`src/rtl/load_store_unit.sv`:
```
// Load/store unit: effective address, alignment and funct3 checks, req/ack data bus
// with byte strobes, sign/zero-extended load writeback and core stall.
//
// Ports:
//   clk, reset          clock, async active-high reset
//   ld_en, st_en        request strobes (sampled in IDLE)
//   funct3              access width / signedness
//   base_addr, offset   effective address operands
//   store_data, rd_in   store source and load destination
//   stall               core must hold its instruction
//   wb_valid/wb_rd/wb_data  load writeback (one-cycle pulse)
//   misalign, illegal, bus_err  one-cycle fault pulses
//   mem_*               data-memory req/ack bus
module load_store_unit #(
  parameter int TIMEOUT_CYC = 64
) (
  input  logic        clk,
  input  logic        reset,
  input  logic        ld_en,
  input  logic        st_en,
  input  logic [2:0]  funct3,
  input  logic [31:0] base_addr,
  input  logic [31:0] offset,
  input  logic [31:0] store_data,
  input  logic [4:0]  rd_in,
  output logic        stall,
  output logic        wb_valid,
  output logic [4:0]  wb_rd,
  output logic [31:0] wb_data,
  output logic        misalign,
  output logic        illegal,
  output logic        bus_err,
  output logic        mem_req,
  output logic        mem_we,
  output logic [31:0] mem_addr,
  output logic [3:0]  mem_wstrb,
  output logic [31:0] mem_wdata,
  input  logic        mem_ack,
  input  logic [31:0] mem_rdata
);

  localparam int CW = $clog2(TIMEOUT_CYC + 1);
  localparam logic [CW-1:0] TMO = CW'(TIMEOUT_CYC - 1);

  typedef enum logic [1:0] {
    S_IDLE,
    S_WAIT,
    S_DONE
  } state_t;

  state_t          r_state;
  logic [CW-1:0]   r_cnt;
  logic            r_is_load;
  logic [2:0]      r_f3;
  logic [1:0]      r_lane;

  logic [31:0] w_ea;
  logic        w_req;
  logic        w_both;
  logic        w_bad_f3;
  logic        w_mis;
  logic        w_go;
  logic [3:0]  w_strb;
  logic [31:0] w_wdata;
  logic [31:0] w_shift;
  logic [31:0] w_ext;

  assign w_ea   = base_addr + offset;
  assign w_req  = ld_en | st_en;
  assign w_both = ld_en & st_en;

  // Loads allow 000/001/010/100/101; stores only 000/001/010.
  assign w_bad_f3 = ld_en
    ? ((funct3 == 3'b011) || (funct3[2:1] == 2'b11))
    : (funct3[2] || (funct3[1:0] == 2'b11));

  assign w_mis = ((funct3[1:0] == 2'b01) && w_ea[0])
              || ((funct3[1:0] == 2'b10) && (w_ea[1:0] != 2'b00));

  assign w_go = (r_state == S_IDLE) && w_req
             && !w_both && !w_bad_f3 && !w_mis;

  // Gated by reset so every output reads 0 while reset is held.
  assign stall = !reset && ((r_state == S_WAIT) || w_go);

  always_comb begin
    w_strb  = 4'b0000;
    w_wdata = 32'h0;
    unique case (1'b1)
      (funct3[1:0] == 2'b00): begin
        w_strb  = 4'b0001 << w_ea[1:0];
        w_wdata = {4{store_data[7:0]}};
      end
      (funct3[1:0] == 2'b01): begin
        w_strb  = w_ea[1] ? 4'b1100 : 4'b0011;
        w_wdata = {2{store_data[15:0]}};
      end
      default: begin
        w_strb  = 4'b1111;
        w_wdata = store_data;
      end
    endcase
  end

  assign w_shift = mem_rdata >> {r_lane, 3'b000};

  always_comb begin
    w_ext = w_shift;
    unique case (1'b1)
      (r_f3 == 3'b000): w_ext = {{24{w_shift[7]}}, w_shift[7:0]};
      (r_f3 == 3'b001): w_ext = {{16{w_shift[15]}}, w_shift[15:0]};
      (r_f3 == 3'b100): w_ext = {24'h0, w_shift[7:0]};
      (r_f3 == 3'b101): w_ext = {16'h0, w_shift[15:0]};
      default:          w_ext = w_shift;
    endcase
  end

  always_ff @(posedge clk or posedge reset) begin
    if (reset) begin
      r_state   <= S_IDLE;
      r_cnt     <= '0;
      r_is_load <= 1'b0;
      r_f3      <= 3'b000;
      r_lane    <= 2'b00;
      wb_valid  <= 1'b0;
      wb_rd     <= 5'd0;
      wb_data   <= 32'h0;
      misalign  <= 1'b0;
      illegal   <= 1'b0;
      bus_err   <= 1'b0;
      mem_req   <= 1'b0;
      mem_we    <= 1'b0;
      mem_addr  <= 32'h0;
      mem_wstrb <= 4'b0000;
      mem_wdata <= 32'h0;
    end else begin
      wb_valid <= 1'b0;
      misalign <= 1'b0;
      illegal  <= 1'b0;
      bus_err  <= 1'b0;
      case (r_state)
        S_IDLE: begin
          if (w_req) begin
            if (w_both || w_bad_f3) begin
              illegal <= 1'b1;
            end else if (w_mis) begin
              misalign <= 1'b1;
            end else begin
              r_state   <= S_WAIT;
              r_cnt     <= '0;
              r_is_load <= ld_en;
              r_f3      <= funct3;
              r_lane    <= w_ea[1:0];
              wb_rd     <= rd_in;
              mem_req   <= 1'b1;
              mem_we    <= st_en;
              mem_addr  <= {w_ea[31:2], 2'b00};
              mem_wstrb <= st_en ? w_strb : 4'b0000;
              mem_wdata <= st_en ? w_wdata : 32'h0;
            end
          end
        end
        S_WAIT: begin
          if (mem_ack) begin
            r_state   <= S_DONE;
            wb_valid  <= r_is_load;
            if (r_is_load) wb_data <= w_ext;
            mem_req   <= 1'b0;
            mem_we    <= 1'b0;
            mem_wstrb <= 4'b0000;
          end else if (r_cnt == TMO) begin
            r_state   <= S_IDLE;
            bus_err   <= 1'b1;
            mem_req   <= 1'b0;
            mem_we    <= 1'b0;
            mem_wstrb <= 4'b0000;
          end else begin
            r_cnt <= r_cnt + CW'(1);
          end
        end
        S_DONE: r_state <= S_IDLE;
        default: r_state <= S_IDLE;
      endcase
    end
  end

endmodule

```
`config.mk`:
```
export PLATFORM = sky130hd
export DESIGN_NAME = load_store_unit
export DESIGN_NICKNAME = d
export VERILOG_FILES = /design/src/rtl/load_store_unit.sv
export SDC_FILE = /design/constraint.sdc
export NUM_CORES = 1
export LEC_CHECK = 0
export BUFFER_PORTS_ARGS = -buffer_cell sky130_fd_sc_hd__clkbuf_2
export CAP_MARGIN = 0
export CORE_MARGIN = 5
export CORE_UTILIZATION = 33
export DETAILED_ROUTE_END_ITERATION = 12
export REMOVE_ABC_BUFFERS = 1
export SLEW_MARGIN = 25
export SYNTH_ARGS = -nofsm -noshare
export SYNTH_HDL_FRONTEND = slang
export SYNTH_SLANG_ARGS = --single-unit
```
`constraint.sdc`:
```
create_clock -name clk -period 5 [get_ports clk]
set_input_delay 1.5 -clock clk [delete_from_list [all_inputs] [get_ports clk]]
set_output_delay 1.5 -clock clk [all_outputs]
set_load 0.01 [all_outputs]
```
# == Word level (Yosys, flattened, before mapping) ==
# Index checks and enable logic that the tools add are counted.
# classes
add_sub_neg,2
eq_ne,16
shift,2
muxes,47
n_bitwise,4
n_reduce_logical,26
# ops
cell,n
32-bit one-hot mux with 4 select lines,1
32-bit one-hot mux with 2 select lines,1
7-bit 2-to-1 mux,5
32-bit adder,1
32-bit 2-to-1 mux,1
32-bit by 5-bit >> shifter with 32-bit output,1
4-bit 2-to-1 mux,7
1-bit 2-to-1 mux,21
4-bit one-hot mux with 2 select lines,2
7-bit one-hot mux with 2 select lines,1
2-bit 2-to-1 mux,5
"2-bit != test, second input constant",5
4-bit AND reduction,2
"7-bit by 1-bit adder with 7-bit output, second input constant",1
"7-bit by 6-bit == test with 1-bit output, second input constant",1
1-bit logical AND,7
"2-bit == test, second input constant",3
"3-bit == test, second input constant",2
6-bit AND reduction,1
1-bit logical OR,5
5-bit AND reduction,1
"2-bit by 1-bit == test with 1-bit output, second input constant",2
1-bit zero test,4
2-bit zero test,2
12 further kinds,15
# totals
ff_bits,124
input_bits,141

# == Logic depth before layout (Yosys ltp) ==
# Gate-level depths: netlist (run 1).
# logic_depth
word_depth,8
depth_mapped,11
ltp_nobuf,9

# == Worst setup path before layout (run 1) ==
# Ideal clock, no wire load.
# synth_timing
path_type,in2out
startpoint,input offset[0]
endpoint,output stall
arrival_ns,2.903
setup_slack_ns,0.597
cell_stages,8
n_path_buf,0
cell_sequence,ha_1 > inv_1 > fa_1 > nor2_1 > a22o_1 > nor2_1 > o21bai_1 > nor2_1
# synth_between
elab_chain_len,8
word_cells_on_any_way,9
cone_classes,1 x add/sub; 8 x reduce/logical
# synth_lines
item,line_no,rtl
from (decl),23,"input logic [31:0] offset,"
32-bit adder (*),68,assign w_ea = base_addr + offset;
2-bit nonzero test,78,|| ((funct3[1:0] == 2'b10) && (w_ea[1:0] != 2'b00));
1-bit logical AND,78,
1-bit logical OR (*),78,
1-bit zero test (*),81,&& !w_both && !w_bad_f3 && !w_mis;
1-bit logical AND (*),81,
1-bit logical OR (*),84,assign stall = !reset && ((r_state == S_WAIT) || w_go);
1-bit logical AND (*),84,
to (decl),26,"output logic stall,"
# Every way passes the cells marked *; elsewhere a longest branch is shown, timed or not.

# == Worst setup path in the final report (run 1) ==
# Ends and elaborated chain as after synthesis.

==> impl_metrics.ini, run 1 <==
[power_and_ir_drop]
p_sw_mw = 1.70
clock_power_share_pct = 28.1
power.leakage_nw = 4.88
comb_power_share_pct = 35.4
vdd_drop_max_mv = 0.194
intPower_mw = 2.87
power_density_mw_per_mm2 = 468
p_seq_share_pct = 36.5
switching_share_pct = 37.1
total_power_mw = 4.57

[clocking]
clk_latency_ns = 0.41
postCtsSetupBuffers = 0
clkTransAtPathRegs_ns = 0.05
cts.sinks = 124
cts_made_buffers = 17
cts_tree = built
hold_buffers = 0
cts.repair.resized = 0
clockRootBuffer = clkbuf_16
htreeDepth = 4
clock_path_buffers = 2

[timing]
rsz0062_at_grt = false
relSlewSlack_pct = 38.2
holdWs_ns = 0.461
max_freq_mhz = 213
finalCritPeriodShare_pct = 94.0
finalHoldViolCount = 0
fin_crit_ns = 4.70
slew_viol_final = 0
setup_viol = 0
skew_ns = 0.0114
worstMarginPinSlew_ns = 0.928

[synth]
synthArstFlopShare_pct = 100
ys.warnings.count = 0
ys_types = 63
synthCells = 886
yosysSeqAreaShare_pct = 40.5
synth_seq_cells = 124
synth.avg_cell_area_um2 = 8.64
ys.flop_type = dfrtp_1
yosysTopAreaCellShare_pct = 40.5
synth_area_mm2 = 0.00766
synth.area.top_cells = dfrtp_1 41%, nand2_1 8.6%, mux2i_1 5.5%, ha_1 5.2%, a21oi_1 3.8%
yosysTopAreaCell = dfrtp_1
synth-edff-count = 0

[critical_path]
cp.required_ns = 3.50
crit_type = in2out
cp_common_cell = nor2_1
path_buf_inv = 3
r2r_slack_ns = 2.04
critPathTopFamily = adder cells
path_cells = clkbuf_2 > ha_1 > inv_1 > fa_1 > nor2_1 > a22o_1 > nor2_1 > o21bai_1 > nor2_1 > clkbuf_2
crit_start = offset[0]
crit_path_end_kind = primary output
cp_max_fo = 3
cp.arrival_ns = 3.20
slowest_delay_ns = 0.45
reg2reg_from = r_state[0]
crit_slowest_cell = fa_1
worstSetupStartpointType = primary input

[final_layout]
drive_gt1_share_pct = 28.4
fill_cells = 2302
syn_to_final_growth_pct = 27.5
final_common_cell = clkbuf_2
diodes = 0
final_cell_mix = 250 x clkbuf_2, 175 x nand2_1, 124 x dfrtp_1
fin_util_pct = 43.0
fin_nets = 1285

[die]
die_area_mm2 = 0.0263
start_util_pct = 33.7
rows = 55
coreArea_mm2 = 0.0227
die_x_um = 162
die_y_um = 162
boundaryPins = 253

[hold_path]
hp-start = mem_wdata[1]
hp-class = reg2reg

[routing]
vias = 7245
drtAntennaViolNets = 0
wire_per_inst_um = 16.8
drt_wl_total_mm = 23.6
dr.first_iter.drc_count = 391
drt_pass1_iterations = 5
viasPerCell = 5.14
drc = 0

[global_routing]
grt_pass1_wl_mm = 38.2
antenna_found_initial = 0
grt_max_degree = 96
grt_pass1_vias = 7221
overflow = 0
track_usage_pct = 17.7

[outcome]
status = finished, final reports clean

[placement]
place_congestion = 0.881
hpwlAfterDp_mm = 17.8
portBuffers = 250

[flow_run]
maxCapViolCount = 0
## state kept, by name, indices dropped and copies added, names as in the netlist
| signal | flops |
|---|---|
| r_f3 | 3 |
| wb_data | 32 |
| wb_valid | 1 |
| mem_we | 1 |
| mem_addr | 30 |
| r_lane | 2 |
| r_cnt | 7 |
| r_state | 2 |
| mem_wstrb | 4 |
| mem_wdata | 32 |
| illegal | 1 |
| bus_err | 1 |
| mem_req | 1 |
| misalign | 1 |
| wb_rd | 5 |
| r_is_load | 1 |
## final cells by class
cell class | instances | area (um2) | area share (%)
multi-input cells | 684 | 4260 | 43.6
flip-flops and latches | 124 | 3100 | 31.8
repair buffers | 265 | 1360 | 14.0
well taps | 285 | 357 | 3.65
inverters | 19 | 76.3 | 0.782
clock buffers | 18 | 439 | 4.50
clock inverters | 14 | 169 | 1.73
## logic make-up (layout without fill, tap and decap cells)
kind of cell	after synthesis	count (layout)	synth area share [%]
buf+inv	79	316	4.13
xor+xnor	18	18	2.06
simple gates	338	338	19.5
fa+ha+maj	33	33	5.49
compound gates	240	240	21.1
mux	53	53	7.11
flops	124	124	40.5
other cells	1	2	0.0490
## cells in the mapped netlist (3+ instances only)
cell type    n
nand2_1    175
dfrtp_1    124
nor2_1      67
a21oi_1     58
clkbuf_1    46
o21ai_0     43
mux2i_1     42
ha_1        32
o31ai_1     30
nand3_1     27
a21o_1      18
inv_1       17
o211ai_1    17
nand4_1     12
and3_1      11
mux2_2      11
o21a_1      10
xor2_1      10
nor3_1       8
o22a_1       8
xnor2_1      8
and2_1       7
buf_1        7
nand2b_1     7
o21bai_1     6
a211o_1      5
nand4b_1     5
nor2b_1      5
a2111o_1     4
a211oi_1     4
a22oi_1      4
a31o_2       4
buf_2        4
or3_1        4
a22o_1       3
a311o_1      3
a31oi_1      3
o2111ai_1    3
o22ai_1      3
or4_1        3
## through the flow
step / setup TNS, ns / instances / worst slack, ns / instance area, um2
floorplan: -5.05 / 827 / -0.320 / 7410
global placement: 0 / 1377 / 0.278 / 9150
detailed placement: 0 / 1377 / 0.262 / 9150
CTS: 0 / 1409 / 0.264 / 9760
global route: 0 / 1409 / 0.140 / 9760
finish: 0 / 1409 / 0.299 / 9760
## power groups by stage
stage / Sequential [mW] / Combinational (mW) / Clock [mW]
4_1_cts: 1.67 / 1.65 / 1.32
2_1_floorplan: 1.81 / 0.764 / 0
3_5_place_dp: 1.68 / 1.64 / 0
6_report: 1.67 / 1.62 / 1.28
5_1_grt: 1.72 / 1.81 / 1.36
3_3_place_gp: 1.68 / 1.62 / 0
## routing by layer
layer  vias to the layer above  wire [um]  global-route usage, %
li1                       3618          -                      -
met1                      3383      11100                   24.8
met2                       223      10900                   28.4
met3                        21       1380                   3.73
met4                         0        255                   3.54
met5                         -          0                      0
## final timing paths
kind | endpoint | cells after the start
setup / recovery | stall | 10
hold / removal | mem_wdata[1] | 2
setup reg to reg | wb_data[20] | 7
hold reg to reg | mem_wdata[1] | 2
max in group asynchronous | wb_data[16] | 3
min in group asynchronous | mem_addr[11] | 2
## worst reg2reg max path: stages, from the launching register on
cell and delay [ns]:
dfrtp_1 0.56, nor2b_1 0.27, nand3_1 0.45, inv_1 0.15, buf_4 0.34, o31a_1 0.45
nand2_1 0.34, o22a_1 0.27
(Power assumes the default switching activity.)
==> run 2: changes to the inputs <==
--- a/config.mk
+++ b/config.mk
@@ -7,7 +7,7 @@
 export LEC_CHECK = 0
 export BUFFER_PORTS_ARGS = -buffer_cell sky130_fd_sc_hd__clkbuf_2
 export CAP_MARGIN = 0
-export CORE_MARGIN = 5
+export CORE_MARGIN = 1.5
 export CORE_UTILIZATION = 33
 export DETAILED_ROUTE_END_ITERATION = 12
 export REMOVE_ABC_BUFFERS = 1
==> run 2 against run 1 <==
  * Worst setup slack got worse by 0.078 ns
  * Clock power grew 7%
  * Via count is 1.4% higher
  * Worst hold slack better by 0.0055 ns
  * Largest cell class unchanged
==> impl_metrics.ini, run 2 (synthesized netlist as in run 1, its figures left out) <==
[critical_path]
reg2reg_depth = 7
cp_max_fo = 3
cp.arrival_ns = 3.28
r2r_slack_ns = 2.06
reg2reg_to = wb_data[16]
crit_type = in2out
crit_path_end_kind = primary output
crit_start = offset[0]
cp.required_ns = 3.50
cp-endpoint = stall
worstSetupStartpointType = primary input
reg2reg_from = r_state[0]

[final_layout]
fin_nets = 1284
reg_top3 = mem_wdata: 32 flops, wb_data: 32 flops, mem_addr: 30 flops
fin_cells = 1408
fin_util_pct = 43.2
final_common_cell = clkbuf_2
final_cell_mix = 250 x clkbuf_2, 175 x nand2_1, 124 x dfrtp_1
design_area_mm2 = 0.00981
diodes = 0
fill_cells = 2309
drive_gt1_share_pct = 28.1
syn_to_final_growth_pct = 28.1

[timing]
rsz0062_at_grt = false
slew_viol_final = 0
fin_crit_ns = 4.78
finalCritPeriodShare_pct = 95.6
skew_ns = 0.0131
finalHoldViolCount = 0
relSlewSlack_pct = 43.5
tns_ns = 0
holdWs_ns = 0.466
max_freq_mhz = 209
fin_ws_ns = 0.221
worstMarginPinSlew_ns = 0.848
setup_viol = 0

[power_and_ir_drop]
p_sw_mw = 1.66
total_power_mw = 4.65
intPower_mw = 2.99
switching_share_pct = 35.7
clock_power_share_pct = 29.4
p_seq_share_pct = 35.8
vdd_drop_max_mv = 0.199
power.leakage_nw = 4.92
power_density_mw_per_mm2 = 474
comb_power_share_pct = 34.7

[clocking]
cts.sinks = 124
clkTransAtPathRegs_ns = 0.05
clockRootBuffer = clkbuf_16
clk_latency_ns = 0.42
cts_tree = built
htreeDepth = 4
hold_buffers = 0
cts_made_buffers = 17
clock_path_buffers = 2
postCtsSetupBuffers = 0
cts.repair.resized = 0

[routing]
drt_wl_total_mm = 22.6
vias = 7346
wire_per_inst_um = 16.0
drt_pass1_iterations = 5
drc = 0
drtAntennaViolNets = 0
dr.first_iter.drc_count = 363
viasPerCell = 5.22

[global_routing]
antenna_found_initial = 0
track_usage_pct = 18.8
grt_pass1_vias = 6863
grt_max_degree = 111
grt_pass1_wl_mm = 36.0
overflow = 0

[placement]
place_area_mm2 = 0.00916
pre_cts_ws_ns = 0.259
place_congestion = 0.896
hpwlAfterDp_mm = 16.8
portBuffers = 250
dp.cells = 1376

[die]
die_x_um = 155
die_y_um = 155
die_area_mm2 = 0.0241
coreArea_mm2 = 0.0227
start_util_pct = 33.7
rows = 55
boundaryPins = 253

[hold_path]
hp-class = reg2reg
holdPathStages = 2

[flow_run]
maxCapViolCount = 0

[outcome]
status = finished, final reports clean
run 2: power by group through the flow:
stage | registers (mW) | logic (mW) | clock network, mW
after detailed placement | 1.68 | 1.63 | 0
final | 1.67 | 1.61 | 1.37
after CTS | 1.67 | 1.64 | 1.41
after floorplan | 1.81 | 0.764 | 0
after global placement | 1.68 | 1.61 | 0
after global routing | 1.72 | 1.81 | 1.45
run 2: worst min-delay path by stage:
stage / startpoint / end / slack, ns
2_1_floorplan: r_cnt[6] / bus_err / 0.44
3_3_place_gp: mem_wdata[2] / mem_wdata[2] / 0.45
3_5_place_dp: mem_wdata[3] / mem_wdata[3] / 0.46
4_1_cts: mem_wdata[7] / mem_wdata[7] / 0.47
5_1_grt: mem_wdata[31] / mem_wdata[31] / 0.49
6_report: mem_wdata[7] / mem_wdata[7] / 0.47
run 2: layout make-up:
type	count	area (um2)	share of cell area (%)
flip-flops and latches	124	3100	31.6
clock buffers	21	460	4.69
well taps	285	357	3.63
repair buffers	264	1370	14.0
inverters	19	76.3	0.778
clock inverters	11	190	1.94
multi-input cells	684	4260	43.4
run 2: worst max-delay path, cell delays in order:
cell	delay (ns)
clkbuf_2	0.08
ha_1	0.16
inv_1	0.06
fa_1	0.54
nor2_1	0.06
a22o_1	0.24
nor2_1	0.12
o21bai_1	0.12
nor2_1	0.23
clkbuf_2	0.18
run 2: metal layers:
layer,part of all wire (%),up-vias,global-route usage [%],wire [um]
met4,2.2,0,6.49,486
met2,45,254,30.0,10300
li1,-,3621,-,-
met3,6.7,36,4.29,1510
met5,0,-,0,0
met1,46,3435,24.9,10300
==> run 3: changes to the inputs <==
==> constraint.sdc (replaced) <==
create_clock -name clk -period 4.5 [get_ports clk]
set_input_delay 1.35 -clock clk [delete_from_list [all_inputs] [get_ports clk]]
set_output_delay 1.35 -clock clk [all_outputs]
set_load 0.01 [all_outputs]
==> run 3 against run 2 <==
  * Sequential cell count stayed put
  * Sequential power up 9.6%
  * Global-route usage increased by 0.51 points
  * First-iteration DRC count is 3.6% higher
  * Count of clock-buffer cells in the layout stayed put
  * Final cell count is 0.14% higher
  * Power is 7.6% higher
  * Critical path type unchanged
  * Largest cell class unchanged
  * Largest power group unchanged
==> impl_metrics.ini, run 3 (synthesized netlist as in run 1, its figures left out) <==
[outcome]
status = finished, final reports clean

[die]
boundaryPins = 253
start_util_pct = 33.7
die_x_um = 155
die_area_mm2 = 0.0241
die_y_um = 155
rows = 55
coreArea_mm2 = 0.0227

[final_layout]
fin_nets = 1285
final_cell_mix = 249 x clkbuf_2, 175 x nand2_1, 124 x dfrtp_1
drive_gt1_share_pct = 28.3
reg_top3 = mem_wdata: 32 flops, wb_data: 32 flops, mem_addr: 30 flops
syn_to_final_growth_pct = 27.6
final_common_cell = clkbuf_2

[power_and_ir_drop]
intPower_mw = 3.15
switching_share_pct = 36.9
power_density_mw_per_mm2 = 512
clock_power_share_pct = 27.1
p_sw_mw = 1.85
comb_power_share_pct = 36.3
p_seq_share_pct = 36.6
total_power_mw = 5.00
power.leakage_nw = 4.89
vdd_drop_max_mv = 0.210

[hold_path]
hp-class = reg2reg

[critical_path]
path_buf_inv = 3
crit_slowest_cell = fa_1
slowest_delay_ns = 0.56
worstSetupStartpointType = primary input
crit_path_end_kind = primary output
cp_max_fo = 3
path_cells = clkbuf_2 > ha_1 > inv_1 > fa_1 > nor2_1 > a22o_1 > nor2_1 > o21bai_2 > nor2_2 > buf_2
cp.required_ns = 3.15
cp.arrival_ns = 3.04
crit_type = in2out
cp_common_cell = nor2_1
critPathTopFamily = adder cells

[global_routing]
overflow = 0
track_usage_pct = 19.3
grt_pass1_wl_mm = 36.8
grt_pass1_vias = 6926
grt_max_degree = 114
antenna_found_initial = 1

[clocking]
cts_made_buffers = 17
clk_latency_ns = 0.41
clock_path_buffers = 2
cts_tree = built
clockRootBuffer = clkbuf_16
hold_buffers = 0
clkTransAtPathRegs_ns = 0.06
cts.sinks = 124
htreeDepth = 4

[timing]
max_freq_mhz = 228
skew_ns = 0.00946
slew_viol_final = 0
holdWs_ns = 0.466
finalCritPeriodShare_pct = 97.5
setup_viol = 0
worstMarginPinSlew_ns = 0.822
relSlewSlack_pct = 45.2
finalHoldViolCount = 0
fin_crit_ns = 4.39

[routing]
wire_per_inst_um = 16.3
drt_pass1_iterations = 5
drc = 0
viasPerCell = 5.17
vias = 7286
drt_wl_total_mm = 23.0
dr.first_iter.drc_count = 376
drtAntennaViolNets = 0

[placement]
portBuffers = 250
place_congestion = 0.881
hpwlAfterDp_mm = 16.9

[flow_run]
maxCapViolCount = 0
-- run 3: power groups by stage --
stage	clock network, mW	logic [mW]	registers [mW]
3_5_place_dp	0	1.84	1.85
6_report	1.35	1.82	1.83
2_1_floorplan	0	0.849	2.01
4_1_cts	1.40	1.84	1.83
3_3_place_gp	0	1.81	1.84
5_1_grt	1.44	2.04	1.89
-- run 3: final timing paths --
path / from / end / slack [ns] / depth (start not counted)
min in group asynchronous: reset / r_cnt[1] / 1.11 / 2
worst min-delay path: mem_wdata[2] / mem_wdata[2] / 0.47 / 2
worst max-delay path: offset[0] / stall / 0.11 / 10
worst min register to register: mem_wdata[2] / mem_wdata[2] / 0.47 / 2
max in group asynchronous: reset / mem_addr[4] / 2.65 / 3
worst max register to register: r_state[0] / wb_data[17] / 1.82 / 6
-- run 3: worst register-to-register path, delay by kind of cell (launching register included) --
family	cells	cell delay, ns
flops	1	0.55
simple gates	3	1.13
buf+inv	1	0.20
compound gates	2	0.68
-- run 3: through the flow --
step | worst slack [ns] | setup TNS [ns] | util, % | instance area (um2) | std cells
floorplan | -0.670 | -48.56 | - | 7410 | 827
global placement | 0.0695 | 0 | 40.4 | 9180 | 1377
detailed placement | 0.0687 | 0 | 40.4 | 9180 | 1377
CTS | 0.0655 | 0 | 43.0 | 9760 | 1409
global route | -0.0150 | -0.0150 | 43.0 | 9760 | 1409
finish | 0.113 | 0 | 43.0 | 9770 | 1410
-- run 3: metal layers --
metal	part of all wire (%)	vias to the layer above	track usage, %
met5	0	-	0
met4	1.5	0	5.17
met3	5.4	17	4.29
met2	46	229	30.7
met1	47	3428	26.4
li1	-	3612	-
-- run 3: cell type report --
type | instances | area [um2]
Antenna cell | 1 | 2.50
Clock buffer | 21 | 460
Clock inverter | 11 | 119
Fill cell | 2307 | 12900
Inverter | 19 | 76.3
Multi-Input combinational cell | 684 | 4260
Sequential cell | 124 | 3100
Tap cell | 285 | 357
Timing Repair Buffer | 265 | 1390
-- run 3: what timing repair did --
action	CTS	global route
endpoints found under the setup margin	0	1
buffers inserted	0	0
gates resized for setup	0	3
hold endpoints to repair	0	0
